==> src/rtl/spi_slave_if.sv <==
// SPI pins plus the parallel RAM-side handshake of the SPI slave front end.
// The slave modport is the serial engine's view; master is the driving side (SPI master + RAM).
interface spi_slave_if #(
    parameter int ADDR_SIZE = 8
);
    logic                   SS_n;
    logic                   MOSI;
    logic                   MISO;
    logic [ADDR_SIZE+1:0]   rx_data;
    logic                   rx_valid;
    logic [ADDR_SIZE-1:0]   tx_data;
    logic                   tx_valid;

    modport slave (
        input  SS_n, MOSI, tx_data, tx_valid,
        output MISO, rx_data, rx_valid
    );

    modport master (
        output SS_n, MOSI, tx_data, tx_valid,
        input  MISO, rx_data, rx_valid
    );
endinterface

==> src/rtl/spi_slave.sv <==
// SPI slave serial engine: collects ADDR_SIZE+2 bit frames from MOSI into rx_data and,
// for read-data frames, returns the RAM's tx_data MSB first on MISO.
module spi_slave #(
    parameter int ADDR_SIZE = 8
) (
    input  logic       clk,
    input  logic       rst,
    spi_slave_if.slave bus
);
    localparam int N  = ADDR_SIZE + 2;
    localparam int CW = $clog2(N);
    localparam logic [CW-1:0] CNT_FRAME = CW'(N - 1);
    localparam logic [CW-1:0] CNT_SEND  = CW'(ADDR_SIZE - 1);

    typedef enum logic [2:0] {IDLE, CHK_CMD, WRITE, READ_ADD, READ_DATA} state_t;
    // Progress within a frame once the command bit has been taken.
    typedef enum logic [1:0] {PH_SHIFT, PH_WAIT, PH_SEND, PH_DONE} phase_t;

    state_t                 state_q, state_d;
    phase_t                 phase_q, phase_d;
    logic [CW-1:0]          cnt_q, cnt_d;
    logic [N-2:0]           shift_q, shift_d;
    logic [ADDR_SIZE-1:0]   tx_buf_q, tx_buf_d;
    logic                   rd_addr_flag_q, rd_addr_flag_d;
    logic                   miso_q, miso_d;
    logic [N-1:0]           rx_data_q, rx_data_d;
    logic                   rx_valid_q, rx_valid_d;

    always_ff @(posedge clk) begin
        if (rst) begin
            state_q        <= IDLE;
            phase_q        <= PH_SHIFT;
            cnt_q          <= '0;
            shift_q        <= '0;
            tx_buf_q       <= '0;
            rd_addr_flag_q <= 1'b0;
            miso_q         <= 1'b0;
            rx_data_q      <= '0;
            rx_valid_q     <= 1'b0;
        end else begin
            state_q        <= state_d;
            phase_q        <= phase_d;
            cnt_q          <= cnt_d;
            shift_q        <= shift_d;
            tx_buf_q       <= tx_buf_d;
            rd_addr_flag_q <= rd_addr_flag_d;
            miso_q         <= miso_d;
            rx_data_q      <= rx_data_d;
            rx_valid_q     <= rx_valid_d;
        end
    end

    always_comb begin
        state_d        = state_q;
        phase_d        = phase_q;
        cnt_d          = cnt_q;
        shift_d        = shift_q;
        tx_buf_d       = tx_buf_q;
        rd_addr_flag_d = rd_addr_flag_q;
        miso_d         = miso_q;
        rx_data_d      = rx_data_q;
        rx_valid_d     = 1'b0;

        // Deselect beats everything, including a final bit arriving on the same edge.
        if (bus.SS_n) begin
            state_d = IDLE;
            phase_d = PH_SHIFT;
            cnt_d   = '0;
            miso_d  = 1'b0;
        end else begin
            case (state_q)
                IDLE: begin
                    state_d = CHK_CMD;
                    phase_d = PH_SHIFT;
                    cnt_d   = CNT_FRAME;
                end
                CHK_CMD: begin
                    shift_d = {{(N-2){1'b0}}, bus.MOSI};
                    cnt_d   = cnt_q - CW'(1);
                    if (!bus.MOSI)          state_d = WRITE;
                    else if (rd_addr_flag_q) state_d = READ_DATA;
                    else                     state_d = READ_ADD;
                end
                WRITE, READ_ADD, READ_DATA: begin
                    case (phase_q)
                        PH_SHIFT: begin
                            if (cnt_q == '0) begin
                                rx_data_d  = {shift_q, bus.MOSI};
                                rx_valid_d = 1'b1;
                                if (state_q == READ_ADD) rd_addr_flag_d = 1'b1;
                                phase_d = (state_q == READ_DATA) ? PH_WAIT : PH_DONE;
                            end else begin
                                shift_d = {shift_q[N-3:0], bus.MOSI};
                                cnt_d   = cnt_q - CW'(1);
                            end
                        end
                        PH_WAIT: begin
                            if (state_q == READ_DATA && bus.tx_valid) begin
                                miso_d   = bus.tx_data[ADDR_SIZE-1];
                                tx_buf_d = bus.tx_data << 1;
                                cnt_d    = CNT_SEND;
                                phase_d  = PH_SEND;
                            end
                        end
                        PH_SEND: begin
                            // cnt_q counts bits still to present after the current one.
                            if (cnt_q != '0) begin
                                miso_d   = tx_buf_q[ADDR_SIZE-1];
                                tx_buf_d = tx_buf_q << 1;
                                cnt_d    = cnt_q - CW'(1);
                            end else begin
                                miso_d         = 1'b0;
                                rd_addr_flag_d = 1'b0;
                                phase_d        = PH_DONE;
                            end
                        end
                        default: begin
                        end
                    endcase
                end
                default: state_d = IDLE;
            endcase
        end
    end

    assign bus.MISO     = miso_q;
    assign bus.rx_data  = rx_data_q;
    assign bus.rx_valid = rx_valid_q;
endmodule

==> src/flat_wrapper.sv <==
// flat-port wrapper written by rule: the top's interface ports become plain ports
module spi_slave_flat 
#(
    parameter int ADDR_SIZE = 8
)
  (clk, rst, bus_SS_n, bus_MOSI, bus_tx_data, bus_tx_valid, bus_MISO, bus_rx_data, bus_rx_valid);
  spi_slave_if #(.ADDR_SIZE(ADDR_SIZE)) bus_i ();
  input  logic clk;
  input  logic rst;
  input wire logic [$bits(bus_i.SS_n)-1:0] bus_SS_n;
  input wire logic [$bits(bus_i.MOSI)-1:0] bus_MOSI;
  input wire logic [$bits(bus_i.tx_data)-1:0] bus_tx_data;
  input wire logic [$bits(bus_i.tx_valid)-1:0] bus_tx_valid;
  output wire logic [$bits(bus_i.MISO)-1:0] bus_MISO;
  output wire logic [$bits(bus_i.rx_data)-1:0] bus_rx_data;
  output wire logic [$bits(bus_i.rx_valid)-1:0] bus_rx_valid;
  assign bus_i.SS_n = bus_SS_n;
  assign bus_i.MOSI = bus_MOSI;
  assign bus_i.tx_data = bus_tx_data;
  assign bus_i.tx_valid = bus_tx_valid;
  assign bus_MISO = bus_i.MISO;
  assign bus_rx_data = bus_i.rx_data;
  assign bus_rx_valid = bus_i.rx_valid;
  spi_slave #(.ADDR_SIZE(ADDR_SIZE)) u_core (.clk(clk), .rst(rst), .bus(bus_i));
endmodule
==> config.mk <==
export PLATFORM = sky130hd
export DESIGN_NAME = spi_slave_flat
export DESIGN_NICKNAME = d
export VERILOG_FILES = /design/src/rtl/spi_slave_if.sv /design/src/rtl/spi_slave.sv /design/src/flat_wrapper.sv
export SDC_FILE = /design/constraint.sdc
export NUM_CORES = 1
export LEC_CHECK = 0
export CAP_MARGIN = 20
export CORE_MARGIN = 2
export CORE_UTILIZATION = 50
export DETAILED_ROUTE_END_ITERATION = 12
export PLACE_DENSITY = 0.73
export SLEW_MARGIN = 20
export SYNTH_ARGS = -nofsm -noshare
export SYNTH_HDL_FRONTEND = slang
export SYNTH_SLANG_ARGS = --single-unit
==> constraint.sdc <==
create_clock -name clk -period 3.6 [get_ports clk]
set_clock_uncertainty 0.15 [all_clocks]
set_input_delay 0.36 -clock clk [delete_from_list [all_inputs] [get_ports clk]]
set_output_delay 0.36 -clock clk [all_outputs]
set_load 0.05 [all_outputs]
=== Yosys cells after proc, flatten, opt, wreduce, memory -nomap -nowiden ===
Cells that the tools add are included.

* Word-level logic and storage cells: 80
* Register bits after elaboration: 39
* Input port bits: 13
* Output and inout bits: 12

* Eq/ne operators: 19
* Muxes and demuxes: 28
* $add $sub $neg: 1
* Reduce and logical (&&, ||, !) cells: 20
* Bitwise logic cells: 3

{| class="wikitable"
|+ Operator list
! kind !! number
|-
| 4-bit one-hot mux with 3 select lines || 2
|-
| 9-bit two-way mux || 2
|-
| 9-bit one-hot mux with 2 select lines || 1
|-
| 8-bit two-way mux || 2
|-
| 8-bit one-hot mux with 2 select lines || 1
|-
| 5-bit AND reduction || 3
|-
| 4-bit two-way mux || 3
|-
| 3-bit by 2-bit != test with 1-bit output (second input constant) || 3
|-
| 3-bit one-hot mux with 3 select lines || 1
|-
| 2-bit two-way mux || 4
|-
| 2-bit by 1-bit != test with 1-bit output (second input constant) || 4
|-
| 4-bit AND reduction || 2
|-
| 2-bit nonzero test || 4
|-
| 3-bit by 2-bit == test with 1-bit output (second input constant) || 2
|-
| 1-bit two-way mux || 6
|-
| 3-bit two-way mux || 2
|-
| 2-bit != test (second input constant) || 3
|-
| 3-bit != test (second input constant) || 2
|-
| 2-bit one-hot mux with 3 select lines || 1
|-
| 6-bit AND reduction || 1
|-
| 4-bit zero test || 1
|-
| 4-bit by 3-bit != test with 1-bit output (second input constant) || 1
|-
| 1-bit one-hot mux with 2 select lines || 2
|-
| 2-bit one-hot mux with 2 select lines || 1
|-
| other kinds (15) || 17
|}

=== Logic depth before layout (Yosys ltp) ===
* Depth after elaboration: 5
* Mapped depth: 8
* Gate-level depth less buffers: 7

=== Worst setup path after synthesis ===
No wires, ideal clock.

* Kind: reg2reg
* Start point: register u_core.cnt_q[0]
* End point: register u_core.shift_q[0]
* Data arrival time: 1.766 ns
* Cell stages (with the launch flop): 9
* Data required time: 3.322 ns
* Period minus slack after synthesis: 2.044 ns
* Library setup time: 0.128 ns
* Setup slack: 1.556 ns
* Path through: dfxtp_1 -> inv_1 -> ha_1 -> or3b_2 -> clkbuf_1 -> o211a_1 -> o21bai_2 -> mux2i_1 -> nor2_1

* Cells in the longest elaborated chain, start to end: 3

{| class="wikitable"
|+ Ends and longest elaborated chain
! item !! RTL line !! source
|-
| start: declaration || spi_slave.sv:21 || <nowiki>logic [CW-1:0] cnt_q, cnt_d;</nowiki>
|-
| start signal: assignment || spi_slave.sv:43 || <nowiki>cnt_q <= cnt_d;</nowiki>
|-
| 4-bit zero test || spi_slave.sv:87 || <nowiki>if (cnt_q == '0) begin</nowiki>
|-
| 2-bit != test (no source line) || - ||
|-
| 4-bit AND reduction (no source line) || - ||
|-
| end signal: assignment || spi_slave.sv:44 || <nowiki>shift_q <= shift_d;</nowiki>
|-
| end: declaration || spi_slave.sv:22 || <nowiki>logic [N-2:0] shift_q, shift_d;</nowiki>
|}

Every way passes these cells.
A chain may end at the register's enable or synchronous reset.

=== Final worst setup path ===
* Start point: register u_core.state_q[2]
* End point: register u_core.tx_buf_q[1]

* Cells in the longest elaborated chain, start to end: 4
* Elaborated cells on any way between the ends: 7
* Classes of those cells: eq/ne: 4; reduce/logical: 3

{| class="wikitable"
|+ Ends and longest elaborated chain
! item !! RTL line !! source
|-
| start: declaration || spi_slave.sv:19 || <nowiki>state_t state_q, state_d;</nowiki>
|-
| start signal: assignment || spi_slave.sv:41 || <nowiki>state_q <= state_d;</nowiki>
|-
| 3-bit == test || spi_slave.sv:71, spi_slave.sv:98 ||
|-
| 1-bit logical AND || spi_slave.sv:98 || <nowiki>if (state_q == READ_DATA && bus.tx_valid) begin</nowiki>
|-
| 2-bit by 1-bit != test with 1-bit output (no source line) || - ||
|-
| 5-bit AND reduction (no source line) * || - ||
|-
| end signal: assignment || spi_slave.sv:45 || <nowiki>tx_buf_q <= tx_buf_d;</nowiki>
|-
| end: declaration || spi_slave.sv:23 || <nowiki>logic [ADDR_SIZE-1:0] tx_buf_q, tx_buf_d;</nowiki>
|}

Every way passes the cells marked *; elsewhere a longest branch is shown, timed or not.

==> metrics <==
core box area roughly 3700 sq um; Yosys top cell area share between 30% and 40%; post-synthesis sequential area ratio between 30% and 40%; post-route antenna net violation count 0; WHS 0.314 ns; Final setup viols 0; layout cells sized above 1 12.5%; Bufs on Longest Clock Path 2; pins over their slew limit 0; GP Congestion 0.902; Slew headroom 53.2%; Final Hold Viols 0; gr usage total 19.5%; htree depth 2; DR WL met3 211 um; Syn Std Cell Area 1930 sq um; Synth Flop Type dfxtp_1; number of synthesized flops with an enable pin 0; hold buffers post-CTS 0; syn_area_per_cell 9.04 sq um; drt total wl slightly below 4 mm; vias in the first global route 1406; number of CTS-inserted buffers 5; RSZ-0062 raised after global routing false; Worst Path Max Fanout 20; largest area contributor in the netlist dfxtp_1; Final Cycle Share 65.0%; Pleak about 0.83 nW; Total Nets Final around 250; TritonCTS clock tree built; GRT overflow 0; Die X 66.1 um; ant diodes 0; clock tree sinks 38; Remaining DRCs 0; M1 WL 1.96 mm; WL/cell 14.0 um; CP Class flip-flop to flip-flop; PortBufs 24; status complete, no violations; Least-Margin Pin Slew between 0.6 and 0.7 ns; Mapped Cells 213; Setup TNS 0 ns; vias 1529; Yosys reg bits 38; DRT iter0 DRCs between 150 and 200; Post-Syn Nets 230; root buffer cell clkbuf_8; Synth warnings 0; Synth cell types 49; Fmax 428 MHz; pin count of the biggest net entering global routing 31; max_cap viols 0; Reg clk slew, reported paths ~0.07 ns; CP cell instances or3b_4 -> a21oi_4 -> nand4_4 -> or3b_1 -> a21oi_2; Critical Path AT 2.41 ns; clk_lat worst skew 0.29 ns; Area Growth Syn to Fin 16.8%; Tmin final 2.34 ns; Pwr per Cell Area 355 nW/um^2; # IOs 25; via-per-instance ratio 5.46; top post-synthesis cells by area dfxtp_1 40%, mux2i_1 11%, nor2_1 7.4%, mux2_2 3.5%, a22oi_1 3.1%; Top Metal Used met4; CTS resizes 0; Starting Density 52.2%; Met2 Wirelength 1.69 mm; Hold Path Class flip-flop to flip-flop; detailed placement HPWL between 2 and 3 mm; asr flop ratio synth 0%; commonest non-fill, non-tap cells in the layout 38 x nor2_1, 38 x dfxtp_1, 24 x clkdlybuf4s50_1; slowest stage delay, CP roughly 0.68 ns; VDD IR max 0.252 mV; Die H 66.1 um; Rows 22; DIE AREA 4360 sq um; startpoint types flip-flop; first-pass GRT wire length 6.49 mm; utilization after layout 61.0%; WP data required 3.68 ns; Detailed Routing Iterations Pass 1 4; Critical-path top delay cell dfxtp_1; post-CTS setup buffers 0; Setup crit end kind flip-flop; initial antenna violation count 0
-- synthesized netlist by cell type (2+ instances only) --
master    number
a21oi_1       10
a22oi_1        8
a311oi_1       2
a31oi_1        2
and2_1         2
and3_2         2
buf_4          2
clkbuf_1       9
dfxtp_1       38
ha_1           4
inv_1          9
mux2_2         6
mux2i_1       21
nand2_1        9
nand2b_1       2
nand3_1        3
nor2_1        38
nor2b_1        3
nor3_1         4
nor3b_1        2
o21ai_0        4
o21bai_1       2
o22ai_1        2
o31ai_1        2
or2_2          3
-- registers in the layout, indices dropped and copies added (netlist names) --
name and count:
u_core.bus.MISO 1, u_core.tx_buf_q 7, u_core.bus.rx_valid 1, u_core.rd_addr_flag_q 1, u_core.shift_q 9, u_core.cnt_q 4, u_core.state_q 3, u_core.phase_q 2
u_core.bus.rx_data 10
-- stage by stage --
stage	setup WS, ns	instance area [sq um]	cells	total power, mW
after floorplan	1.56	1930	213	0.504
after global placement	1.35	2170	273	0.531
after detailed placement	1.31	2170	273	0.532
after CTS	1.27	2250	280	0.810
after global routing	1.16	2250	280	0.841
final	1.26	2250	280	0.799
-- layout make-up --
class | instances | area (sq um)
sequential | 38 | 761
fill | 362 | 1440
tap | 48 | 60.1
inverter | 9 | 33.8
clock buffer | 5 | 68.8
clock inverter | 2 | 10.0
timing repair buffer | 25 | 248
multi-input combinational | 153 | 1070
-- report_power, final --
part	total [mW]	leakage (nW)	switching, mW	internal [mW]
combinational	0.0911	0.481	0.0490	0.0420
sequential	0.432	0.307	0.00692	0.425
clock	0.276	0.0438	0.146	0.130
total	0.799	0.832	0.202	0.597
-- worst max-delay path, delay by kind of cell, from the launching register on --
| kind | cells | cell delay [ns] |
|---|---|---|
| flops | 1 | 0.68 |
| simple gates | 3 | 1.15 |
| compound gates | 2 | 0.31 |
-- per-layer routing --
layer / vias to the layer above / track usage (%)
met2: 37 / 30.9
li1: 784 / -
met1: 702 / 26.0
met5: - / 0
met4: 0 / 5.36
met3: 6 / 5.62
-- path summary, 6_finish.rpt --
check                                         from            endpoint  slack (ns)  depth (start not counted)
worst max register to register   u_core.state_q[2]  u_core.tx_buf_q[1]        1.26                          5
worst min register to register  u_core.tx_buf_q[1]  u_core.tx_buf_q[1]        0.31                          2
worst min-delay path            u_core.tx_buf_q[1]  u_core.tx_buf_q[1]        0.31                          2
worst max-delay path             u_core.state_q[2]  u_core.tx_buf_q[1]        1.26                          5
-- cells by family after synthesis --
kind of cell | share of synthesized area, %
flip-flops | 39.5
AND/OR/NAND/NOR | 19.9
XOR/XNOR | 0.455
multiplexers | 14.4
buffers and inverters | 5.07
adder cells (fa/ha/maj) | 2.60
AO/OA/AOI/OAI | 18.1
(Power assumes the default switching activity.)
